===== src/rtl/fetch_queue.sv =====
// Fetch-to-decode instruction buffer: circular FIFO of (PC, instruction) pairs with valid/ready on both sides.
// Optional FETCH_QUEUE_BYPASS_EN: an empty queue forwards the offered entry to decode in the same cycle.
`timescale 1ns/1ps
module fetch_queue #(
  parameter int unsigned XLEN  = 32,
  parameter int unsigned DEPTH = 4
) (
  input  logic                     clk,
  input  logic                     reset,
  input  logic                     in_valid,
  input  logic [XLEN-1:0]          in_pc,
  input  logic [31:0]              in_inst,
  output logic                     in_ready,
  input  logic                     flush,
  output logic                     out_valid,
  output logic [XLEN-1:0]          out_pc,
  output logic [31:0]              out_inst,
  input  logic                     out_ready,
  output logic [$clog2(DEPTH):0]   count
);

  localparam int unsigned PW  = $clog2(DEPTH);
  localparam int unsigned CW  = PW + 1;
  localparam logic [31:0] NOP = 32'h0000_0013;

  logic [XLEN-1:0] mem_pc   [DEPTH];
  logic [31:0]     mem_inst [DEPTH];
  logic [PW-1:0]   wr_ptr;
  logic [PW-1:0]   rd_ptr;
  logic            stored_valid;
  logic            push;
  logic            pop;

  assign stored_valid = (count != '0);
  assign in_ready     = (count != CW'(DEPTH));

  always_comb begin
    out_valid = stored_valid;
    out_pc    = stored_valid ? mem_pc[rd_ptr]   : '0;
    out_inst  = stored_valid ? mem_inst[rd_ptr] : NOP;
    push      = in_valid & in_ready & ~flush;
    pop       = stored_valid & out_ready & ~flush;
`ifdef FETCH_QUEUE_BYPASS_EN
    // Empty queue: forward the offer directly; it is only stored if decode does not take it now.
    if (!stored_valid && in_valid && !flush) begin
      out_valid = 1'b1;
      out_pc    = in_pc;
      out_inst  = in_inst;
      if (out_ready) push = 1'b0;
    end
`endif
  end

  always_ff @(posedge clk or posedge reset) begin
    if (reset) begin
      wr_ptr <= '0;
      rd_ptr <= '0;
      count  <= '0;
      for (int unsigned i = 0; i < DEPTH; i++) begin
        mem_pc[i]   <= '0;
        mem_inst[i] <= '0;
      end
    end else if (flush) begin
      wr_ptr <= '0;
      rd_ptr <= '0;
      count  <= '0;
    end else begin
      if (push) begin
        mem_pc[wr_ptr]   <= in_pc;
        mem_inst[wr_ptr] <= in_inst;
        wr_ptr           <= wr_ptr + 1'b1;
      end
      if (pop) rd_ptr <= rd_ptr + 1'b1;
      case ({push, pop})
        2'b10:   count <= count + 1'b1;
        2'b01:   count <= count - 1'b1;
        default: count <= count;
      endcase
    end
  end

endmodule


===== config.mk =====
export PLATFORM = sky130hd
export DESIGN_NAME = fetch_queue
export DESIGN_NICKNAME = d
export VERILOG_FILES = /design/src/rtl/fetch_queue.sv
export SDC_FILE = /design/constraint.sdc
export NUM_CORES = 1
export LEC_CHECK = 0
export ABC_AREA = 1
export BUFFER_PORTS_ARGS = -buffer_cell sky130_fd_sc_hd__clkbuf_2
export CAP_MARGIN = 20
export CORE_ASPECT_RATIO = 0.6
export CORE_MARGIN = 2
export CORE_UTILIZATION = 50
export DETAILED_ROUTE_END_ITERATION = 7
export PLACE_DENSITY = 0.79
export SLEW_MARGIN = 40
export SYNTH_ARGS = -nofsm -noshare
export SYNTH_HDL_FRONTEND = slang
export SYNTH_SLANG_ARGS = --single-unit

===== constraint.sdc =====
create_clock -name clk -period 11 [get_ports clk]
set_input_delay 1.65 -clock clk [delete_from_list [all_inputs] [get_ports clk]]
set_output_delay 1.65 -clock clk [all_outputs]
set_load 0.01 [all_outputs]

==> metrics.yaml, run 1 <==
run_status:
  status: "finished clean"
synthesis:
  synth_top_area_cell: "dfrtp_1"
  synth.area.top_cells: "dfrtp_1 (56%), o21ai_1 (11%), nand2_1 (8.6%)"
  synth_area_mm2: 0.0119
  netlist_instances: 1443
  synth_top_cell_area_share_pct: 55.5
  synth_edf_count: 0
  yosysMostFrequentCell: "nand2_1"
  synthFlopType: "dfrtp_1"
  synthTopCellsByCount: "nand2_1 (273), dfrtp_1 (263), o21ai_1 (257), nor2_1 (256), o21ai_0 (129)"
  synthDistinctLibCells: 24
  syn-num-nets: 1517
  avgSynthCellArea_um2: 8.21
  async_reset_ff_share_pct: 100
  yosysWarnings: 0
  synth_seq_cells: 263
  ys_seq_area_share_pct: 55.5
route:
  vias_per_cell: 5.39
  postRouteAntennaNets: 0
  routed_wl_mm: 29.4
  routedWlPerCell_um: 15.9
  first_iter_violations: 772
  drtPass1Iterations: 6
  drc: 0
  vias: 9948
global_route:
  overflow: 0
  met3_usage_pct: 4.35
  use_met2_pct: 35.9
  antenna_found_initial: 0
  globalRouteMet1Util_pct: 36.6
  first_global_vias: 9178
  grt_pass1_wl_mm: 48.3
  busiest_layer: "met1"
  grt_usage_pct: 23.9
  grt_max_degree: 121
pwr:
  internal_power_w: 0.00240
  power_per_cell_area_mw_per_mm2: 291
  p_leak_nw: 6.57
  combPwrFrac_pct: 35.3
  swShare_pct: 38.1
  ir_drop_uv: 131
  power_frac_seq_pct: 42.3
  p_clk_share_pct: 22.5
  netSwitchingPower_w: 0.00148
floorplan:
  die-area_mm2: 0.0250
  initial_core_util_pct: 51.1
  num_rows: 43
  die_width_um: 203
  core_mm2: 0.0232
  ios: 138
  die_y_um: 123
cts:
  cts.sinks: 263
  clockBufferDepth: 3
  htreeDepth: 1
  clk_pin_slew_ns: 0.06
  post_cts_buffers: 0
  clk_latency_ns: 0.52
  cts_tree: "built"
  root_buffer: "clkbuf_16"
  cts_resized: 0
  cts-hold-fix-buffers: 0
  cts_buffers: 24
placement:
  hpwlAfterDp_mm: 17.3
  port_buffers: 137
  finalWeightedCongestion: 0.790
timing:
  fin_crit_sh_pct: 42.4
  min_period_ns: 4.67
  finalSetupViolations: 0
  skew_ns: 0.0127
  slew_viol_final: 0
  hold_viol_final: 0
  worstMarginPinSlew_ns: 0.800
  rsz0062_at_grt: "no"
  tns_ns: 0
  slew_headroom_pct: 46.7
  fmax_ghz: 0.214
hold_path:
  holdPathStages: 2
  hp-class: "flip-flop to flip-flop"
  min_to: "mem_inst[28]$_DFFE_PP0P_"
  worstHoldStart: "mem_inst[28]$_DFFE_PP0P_"
worst_setup_path:
  crit_family: "buffers and inverters"
  crit_required_ns: 9.35
  path_class: "flip-flop to primary output"
  critPathArrivalTime_ns: 3.02
  crit_fanout: 110
  worst_path_largest_cell_delay_ns: 0.72
  reg2reg_depth: 8
  crit_slowest_cell: "dfrtp_4"
  crit_chain: "clkinv_2 > buf_6 > nor2_1 > o311ai_0 > clkbuf_2"
  timing.rr.start: "count[0]$_DFFE_PP0P_"
  rrSetupSlack_ns: 8.42
  r2r_end: "mem_pc[94]$_DFFE_PP0P_"
  end_kind: "primary output"
  cp-start-kind: "flip-flop"
  critPathBufInv: 3
layout:
  nets: 1586
  area_growth_pct: 12.7
  fin_util_pct: 57.6
  nFillCells: 2125
  drive_above_1_share_pct: 13.4
  seq_area_mm2: 0.00659
  diodes: 0
  multi_input_area_mm2: 0.00446
flow_run:
  drv_cap: 0
## power by group through the flow
stage | combinational (W) | clock [W] | sequential, W
after floorplan | 0.000997 | 0 | 0.00156
after detailed placement | 0.00137 | 0 | 0.00165
after CTS | 0.00138 | 0.000888 | 0.00164
after global routing | 0.00156 | 0.000931 | 0.00169
final | 0.00137 | 0.000873 | 0.00164
after global placement | 0.00133 | 0 | 0.00164
## state kept, by name, summed over array words and instances, names as in the netlist
signal	flops
mem_pc	128
rd_ptr	2
mem_inst	128
count	3
wr_ptr	2
## through the flow
stage / std cells / cell area, um2 / setup slack [ns] / hold slack [ns] / total power [W]
5_1_grt: 1845 / 13400 / 6.17 / 0.508 / 0.00419
6_report: 1845 / 13400 / 6.33 / 0.486 / 0.00388
2_1_floorplan: 1443 / 11900 / 2.11 / 0.454 / 0.00256
3_5_place_dp: 1801 / 12500 / 6.92 / 0.473 / 0.00302
3_3_place_gp: 1801 / 12500 / 6.80 / 0.466 / 0.00297
4_1_cts: 1845 / 13300 / 6.36 / 0.489 / 0.00390
## cell families (layout without fill, tap and decap cells)
family	after synthesis	after routing	share of synthesized area, %
adder cells (fa/ha/maj)	5	5	0.591
flip-flops	263	263	55.5
buffers and inverters	180	267	7.01
XOR/XNOR	1	1	0.0739
AO/OA/AOI/OAI	454	454	19.3
AND/OR/NAND/NOR	540	540	17.5
## routing by layer
layer  vias to the layer above  part of all wire, %
li1                       4812                    -
met5                         -                    0
met4                         0                  1.4
met2                       369                   43
met3                        30                  7.7
met1                      4737                   48
## worst max path at each step
| stage | slack, ns | endpoint | startpoint | cells after the start |
|---|---|---|---|---|
| 3_5_place_dp | 6.92 | out_inst[1] | rd_ptr[0]$_DFFE_PP0P_ | 7 |
| 5_1_grt | 6.17 | out_inst[1] | rd_ptr[0]$_DFFE_PP0P_ | 7 |
| 2_1_floorplan | 2.11 | count[0]$_DFFE_PP0P_ | reset | 1 |
| 3_3_place_gp | 6.80 | out_inst[1] | rd_ptr[0]$_DFFE_PP0P_ | 5 |
| 4_1_cts | 6.36 | out_inst[23] | rd_ptr[0]$_DFFE_PP0P_ | 6 |
| 6_report | 6.33 | out_inst[1] | rd_ptr[0]$_DFFE_PP0P_ | 5 |
## area by class of cell
type / count / area share (%)
sequential: 263 / 49.3
multi-input combinational: 1000 / 33.4
timing repair buffer: 148 / 5.95
clock buffer: 34 / 5.39
tap: 315 / 2.95
inverter: 75 / 2.21
clock inverter: 10 / 0.796
## cell usage in the layout, fill, tap and decap left out
cell,n
dfrtp_4,1
o21ai_1,257
buf_6,7
a21boi_2,1
clkbuf_16,25
clkbuf_8,6
nor2_8,1
nor2_1,256
nand2_1,273
clkinvlp_4,1
clkbuf_1,3
inv_1,70
clkinv_8,1
xnor2_1,1
nand4_1,1
nand2_4,5
a21oi_1,64
clkbuf_2,137
fa_1,1
nand3_1,2
buf_4,4
ha_1,4
o311ai_0,3
clkinv_2,7
inv_2,3
clkinv_4,1
nor2_2,1
nand2_2,1
o21ai_0,129
dfrtp_1,261
dfrtp_2,1
bufinv_16,2
## worst reg2reg max path, cell delays in order (launching register included)
cell and delay (ns):
dfrtp_1 0.49, nor2_2 0.19, nand2_2 0.13, nand2_4 0.15
nor2_8 0.08, nand2_4 0.50, buf_4 0.74, nand2_1 0.13
o21ai_1 0.11
Note: power is estimated with default switching activity, not from simulation.
==> run 2: changes to the inputs <==
==> constraint.sdc (replaced) <==
create_clock -name clk -period 4.8 [get_ports clk]
set_input_delay 0.72 -clock clk [delete_from_list [all_inputs] [get_ports clk]]
set_output_delay 0.72 -clock clk [all_outputs]
set_load 0.01 [all_outputs]
==> metrics.yaml, run 2 (same netlist as run 1, synthesis figures left out) <==
floorplan:
  core_mm2: 0.0232
  ios: 138
  die-area_mm2: 0.0250
  num_rows: 43
  die_width_um: 203
  initial_core_util_pct: 51.1
  die_y_um: 123
run_status:
  status: "finished clean"
global_route:
  grt_max_degree: 154
  grt_usage_pct: 24.0
  grt_pass1_wl_mm: 48.3
  first_global_vias: 9147
  antenna_found_initial: 0
  overflow: 0
pwr:
  netSwitchingPower_w: 0.00336
  power_frac_seq_pct: 42.4
  p_leak_nw: 6.54
  power_per_cell_area_mw_per_mm2: 657
  combPwrFrac_pct: 36.3
  ir_drop_uv: 319
  internal_power_w: 0.00542
  p_clk_share_pct: 21.2
  swShare_pct: 38.3
placement:
  hpwlAfterDp_mm: 17.2
  dp_slack_ns: 1.96
  finalWeightedCongestion: 0.863
  place_area_mm2: 0.0126
  placedCellCount: 1807
  port_buffers: 137
worst_setup_path:
  crit_required_ns: 4.08
  end_kind: "primary output"
  critPathArrivalTime_ns: 2.70
  cp-start-kind: "flip-flop"
  crit_fanout: 62
  path_class: "flip-flop to primary output"
route:
  first_iter_violations: 886
  vias_per_cell: 5.36
  drc: 0
  drtPass1Iterations: 5
  routed_wl_mm: 29.2
  postRouteAntennaNets: 0
  vias: 9909
  routedWlPerCell_um: 15.8
layout:
  area_growth_pct: 12.8
  reg_top3: "mem_inst (128), mem_pc (128), count (3)"
  layout_commonest_cell: "nand2_1"
  drive_above_1_share_pct: 13.5
  diodes: 0
  nets: 1594
  post-route-cell-area_mm2: 0.0134
  nFillCells: 2137
  finalNonFillerCells: 1850
  final_cell_mix: "nand2_1 (273), dfrtp_1 (261), o21ai_1 (257), nor2_1 (256), clkbuf_2 (137)"
cts:
  cts_resized: 0
  post_cts_buffers: 0
  clk_latency_ns: 0.53
  cts_tree: "built"
  cts-hold-fix-buffers: 0
  clockBufferDepth: 3
  htreeDepth: 1
  clk_pin_slew_ns: 0.06
  cts.sinks: 263
  root_buffer: "clkbuf_16"
  cts_buffers: 25
timing:
  fin_crit_sh_pct: 71.3
  min_period_ns: 3.42
  rsz0062_at_grt: "no"
  finalSetupViolations: 0
  hold_viol_final: 0
  layout_setup_ws_ns: 1.38
  tns_ns: 0
  worstMarginPinSlew_ns: 0.778
  fmax_ghz: 0.292
  slew_headroom_pct: 48.1
  skew_ns: 0.0140
  slew_viol_final: 0
hold_path:
  hp-class: "input port to asynchronous set/reset pin"
flow_run:
  drv_cap: 0
## run 2: final cells by class
type	count	area [um2]	area share (%)
Inverter	75	289	2.16
Clock inverter	5	27.5	0.206
Sequential cell	263	6590	49.3
Timing Repair Buffer	155	861	6.44
Multi-Input combinational cell	1000	4480	33.5
Clock buffer	37	731	5.47
Tap cell	315	394	2.95
## run 2: per-layer routing
| metal | GRT usage (%) | vias to the layer above | routed length, um |
|---|---|---|---|
| met5 | 0 | - | 0 |
| met4 | 4.24 | 0 | 386 |
| met3 | 4.74 | 28 | 2130 |
| met2 | 35.9 | 343 | 12700 |
| met1 | 36.8 | 4690 | 13900 |
| li1 | - | 4848 | - |
## run 2: path summary, 6_finish.rpt
kind                                       start                  endpoint  slack, ns  depth (start not counted)
max                        rd_ptr[0]$_DFFE_PP0P_               out_inst[4]       1.38                          5
min                                        reset      count[0]$_DFFE_PP0P_       0.15                          2
max reg2reg                 count[1]$_DFFE_PP0P_    mem_pc[72]$_DFFE_PP0P_       2.58                          8
min reg2reg                mem_pc[9]$_DFFE_PP0P_     mem_pc[9]$_DFFE_PP0P_       0.48                          2
max in group asynchronous                  reset  mem_inst[20]$_DFFE_PP0P_       3.52                          4
min in group clk           mem_pc[9]$_DFFE_PP0P_     mem_pc[9]$_DFFE_PP0P_       0.48                          2
## run 2: power by group through the flow
stage,clock network [W],logic (W),registers (W)
floorplan,0,0.00229,0.00358
global placement,0,0.00309,0.00370
detailed placement,0,0.00318,0.00374
CTS,0.00191,0.00320,0.00371
global route,0.00201,0.00365,0.00385
finish,0.00186,0.00319,0.00372
## run 2: per-stage QoR
step,utilization (%),power (W),hold WS (ns)
floorplan,-,0.00586,0.454
global placement,54.1,0.00679,0.465
detailed placement,54.2,0.00692,0.473
CTS,57.5,0.00882,0.144
global route,57.6,0.00951,0.152
finish,57.6,0.00878,0.152
## run 2: worst max-delay path: stages, from the launching register on
cell      delay, ns
dfrtp_4        0.68
clkinv_2       0.11
buf_4          0.53
nor2_1         0.08
o311ai_0       0.50
clkbuf_2       0.24
==> run 3: changes to the inputs <==
--- a/config.mk
+++ b/config.mk
@@ -12,7 +12,7 @@
 export CORE_MARGIN = 2
 export CORE_UTILIZATION = 50
 export DETAILED_ROUTE_END_ITERATION = 7
-export PLACE_DENSITY = 0.79
+export PLACE_DENSITY = 0.82
 export SLEW_MARGIN = 40
 export SYNTH_ARGS = -nofsm -noshare
 export SYNTH_HDL_FRONTEND = slang
==> constraint.sdc (replaced) <==
create_clock -name clk -period 2.95 [get_ports clk]
set_input_delay 0.4425 -clock clk [delete_from_list [all_inputs] [get_ports clk]]
set_output_delay 0.4425 -clock clk [all_outputs]
set_load 0.01 [all_outputs]
==> metrics.yaml, run 3 (same netlist as run 1, synthesis figures left out) <==
layout:
  layout_commonest_cell: "nand2_1"
  area_growth_pct: 14.6
  diodes: 0
  nets: 1603
  fin_util_pct: 58.6
  finalNonFillerCells: 1860
  reg_top3: "mem_inst (128), mem_pc (128), count (3)"
  final_cell_mix: "nand2_1 (273), dfrtp_1 (261), o21ai_1 (257), nor2_1 (256), clkbuf_2 (137)"
  nFillCells: 2089
  drive_above_1_share_pct: 14.2
global_route:
  grt_usage_pct: 24.4
  met3_usage_pct: 4.45
  overflow: 0
  busiest_layer: "met2"
  antenna_found_initial: 0
  first_global_vias: 9458
  use_met2_pct: 37.3
  grt_max_degree: 122
  globalRouteMet1Util_pct: 36.7
  grt_pass1_wl_mm: 49.0
worst_setup_path:
  critical_path_depth: 5
  path_class: "flip-flop to primary output"
  crit_start: "rd_ptr[0]$_DFFE_PP0P_"
  crit_required_ns: 2.51
  crit_fanout: 28
  cp-endpoint: "out_pc[27]"
  critPathBufInv: 3
  end_kind: "primary output"
  critPathArrivalTime_ns: 2.34
  r2r_end: "count[2]$_DFFE_PP0P_"
  rrSetupSlack_ns: 0.89
  crit_chain: "clkinv_2 > buf_4 > o21ai_0 > a21oi_1 > clkbuf_2"
  crit_family: "buffers and inverters"
  cp-start-kind: "flip-flop"
  worst_path_largest_cell_delay_ns: 0.56
  timing.rr.start: "count[1]$_DFFE_PP0P_"
  reg2reg_depth: 10
  crit_slowest_cell: "dfrtp_4"
route:
  postRouteAntennaNets: 0
  routedWlPerCell_um: 16.1
  drc: 0
  drtPass1Iterations: 5
  vias_per_cell: 5.36
  routed_wl_mm: 29.9
  first_iter_violations: 826
  vias: 9973
cts:
  root_buffer: "clkbuf_16"
  cts.sinks: 263
  clockBufferDepth: 3
  clk_pin_slew_ns: 0.07
  clk_latency_ns: 0.52
  cts_tree: "built"
  htreeDepth: 1
  cts_buffers: 25
  post_cts_buffers: 0
placement:
  finalWeightedCongestion: 0.830
  port_buffers: 137
  placedCellCount: 1816
  hpwlAfterDp_mm: 18.7
floorplan:
  num_rows: 43
  die_y_um: 123
  ios: 138
  core_mm2: 0.0232
  die-area_mm2: 0.0250
  initial_core_util_pct: 51.1
  die_width_um: 203
timing:
  fmax_ghz: 0.359
  rsz0062_at_grt: "no"
  worstMarginPinSlew_ns: 0.682
  hold_viol_final: 0
  skew_ns: 0.0114
  finalSetupViolations: 0
  min_period_ns: 2.79
  slew_viol_final: 0
  slew_headroom_pct: 54.4
  fin_crit_sh_pct: 94.5
pwr:
  p_leak_nw: 6.67
  power_per_cell_area_mw_per_mm2: 1080
  ir_drop_uv: 486
run_status:
  status: "finished clean"
flow_run:
  drv_cap: 0
hold_path:
  hp-class: "input port to flip-flop"
==> run 3: cell count changes in the layout (fill, tap and decap cells not counted), moves of 2 or more <==
cell	delta
nand2_4	+2
clkbuf_1	-3
buf_6	-2
bufinv_16	+2
nand2_8	-2
buf_12	+10
==> run 3: how the worst min path moves through the flow <==
stage / slack (ns) / to / depth (start not counted) / startpoint
5_1_grt: 0.21 / mem_inst[18]$_DFFE_PP0P_ / 3 / in_inst[18]
3_3_place_gp: 0.40 / mem_inst[105]$_DFFE_PP0P_ / 2 / reset
2_1_floorplan: 0.45 / mem_inst[10]$_DFFE_PP0P_ / 2 / mem_inst[10]$_DFFE_PP0P_
6_report: 0.20 / mem_inst[117]$_DFFE_PP0P_ / 3 / in_inst[21]
3_5_place_dp: 0.40 / mem_inst[108]$_DFFE_PP0P_ / 2 / reset
4_1_cts: 0.19 / mem_inst[117]$_DFFE_PP0P_ / 3 / in_inst[21]
==> run 3: layout make-up <==
class / count / area [um2] / area share (%)
sequential: 263 / 6590 / 48.5
multi-input combinational: 1000 / 4460 / 32.8
timing repair buffer: 164 / 1030 / 7.57
clock buffer: 33 / 706 / 5.20
tap: 315 / 394 / 2.90
inverter: 75 / 287 / 2.11
clock inverter: 10 / 120 / 0.884
==> run 3: power breakdown <==
| part | switching (W) | total, W | internal, W |
|---|---|---|---|
| clock network | 0.00138 | 0.00324 | 0.00186 |
| logic | 0.00338 | 0.00542 | 0.00204 |
| registers | 0.000872 | 0.00604 | 0.00516 |
| total | 0.00563 | 0.0147 | 0.00907 |
==> run 3: metal layers <==
metal	wire length, um	vias up
met2	13000	351
met3	2330	40
met1	14200	4715
met5	0	-
li1	-	4867
met4	418	0
==> run 3: what timing repair did <==
item | 4_1_cts | 5_1_grt
resized for setup | 0 | 1
endpoints found under the hold margin | 7 | 0
setup endpoints to repair | 0 | 1
hold buffers | 1 | 0
==> run 3: per-stage QoR <==
stage / setup TNS (ns) / hold WS, ns / cell area, um2 / setup slack, ns / power (W)
floorplan: -253.01 / 0.454 / 11900 / -0.962 / 0.00954
global placement: 0 / 0.400 / 12700 / 0.764 / 0.0112
detailed placement: 0 / 0.397 / 12700 / 0.736 / 0.0115
CTS: 0 / 0.187 / 13600 / 0.148 / 0.0147
global route: 0 / 0.214 / 13600 / 0.0263 / 0.0158
finish: 0 / 0.203 / 13600 / 0.163 / 0.0147
==> run 3: worst min-delay path, stage by stage <==
cell,delay [ns]
clkbuf_2,0.08
inv_1,0.09
o21ai_1,0.08
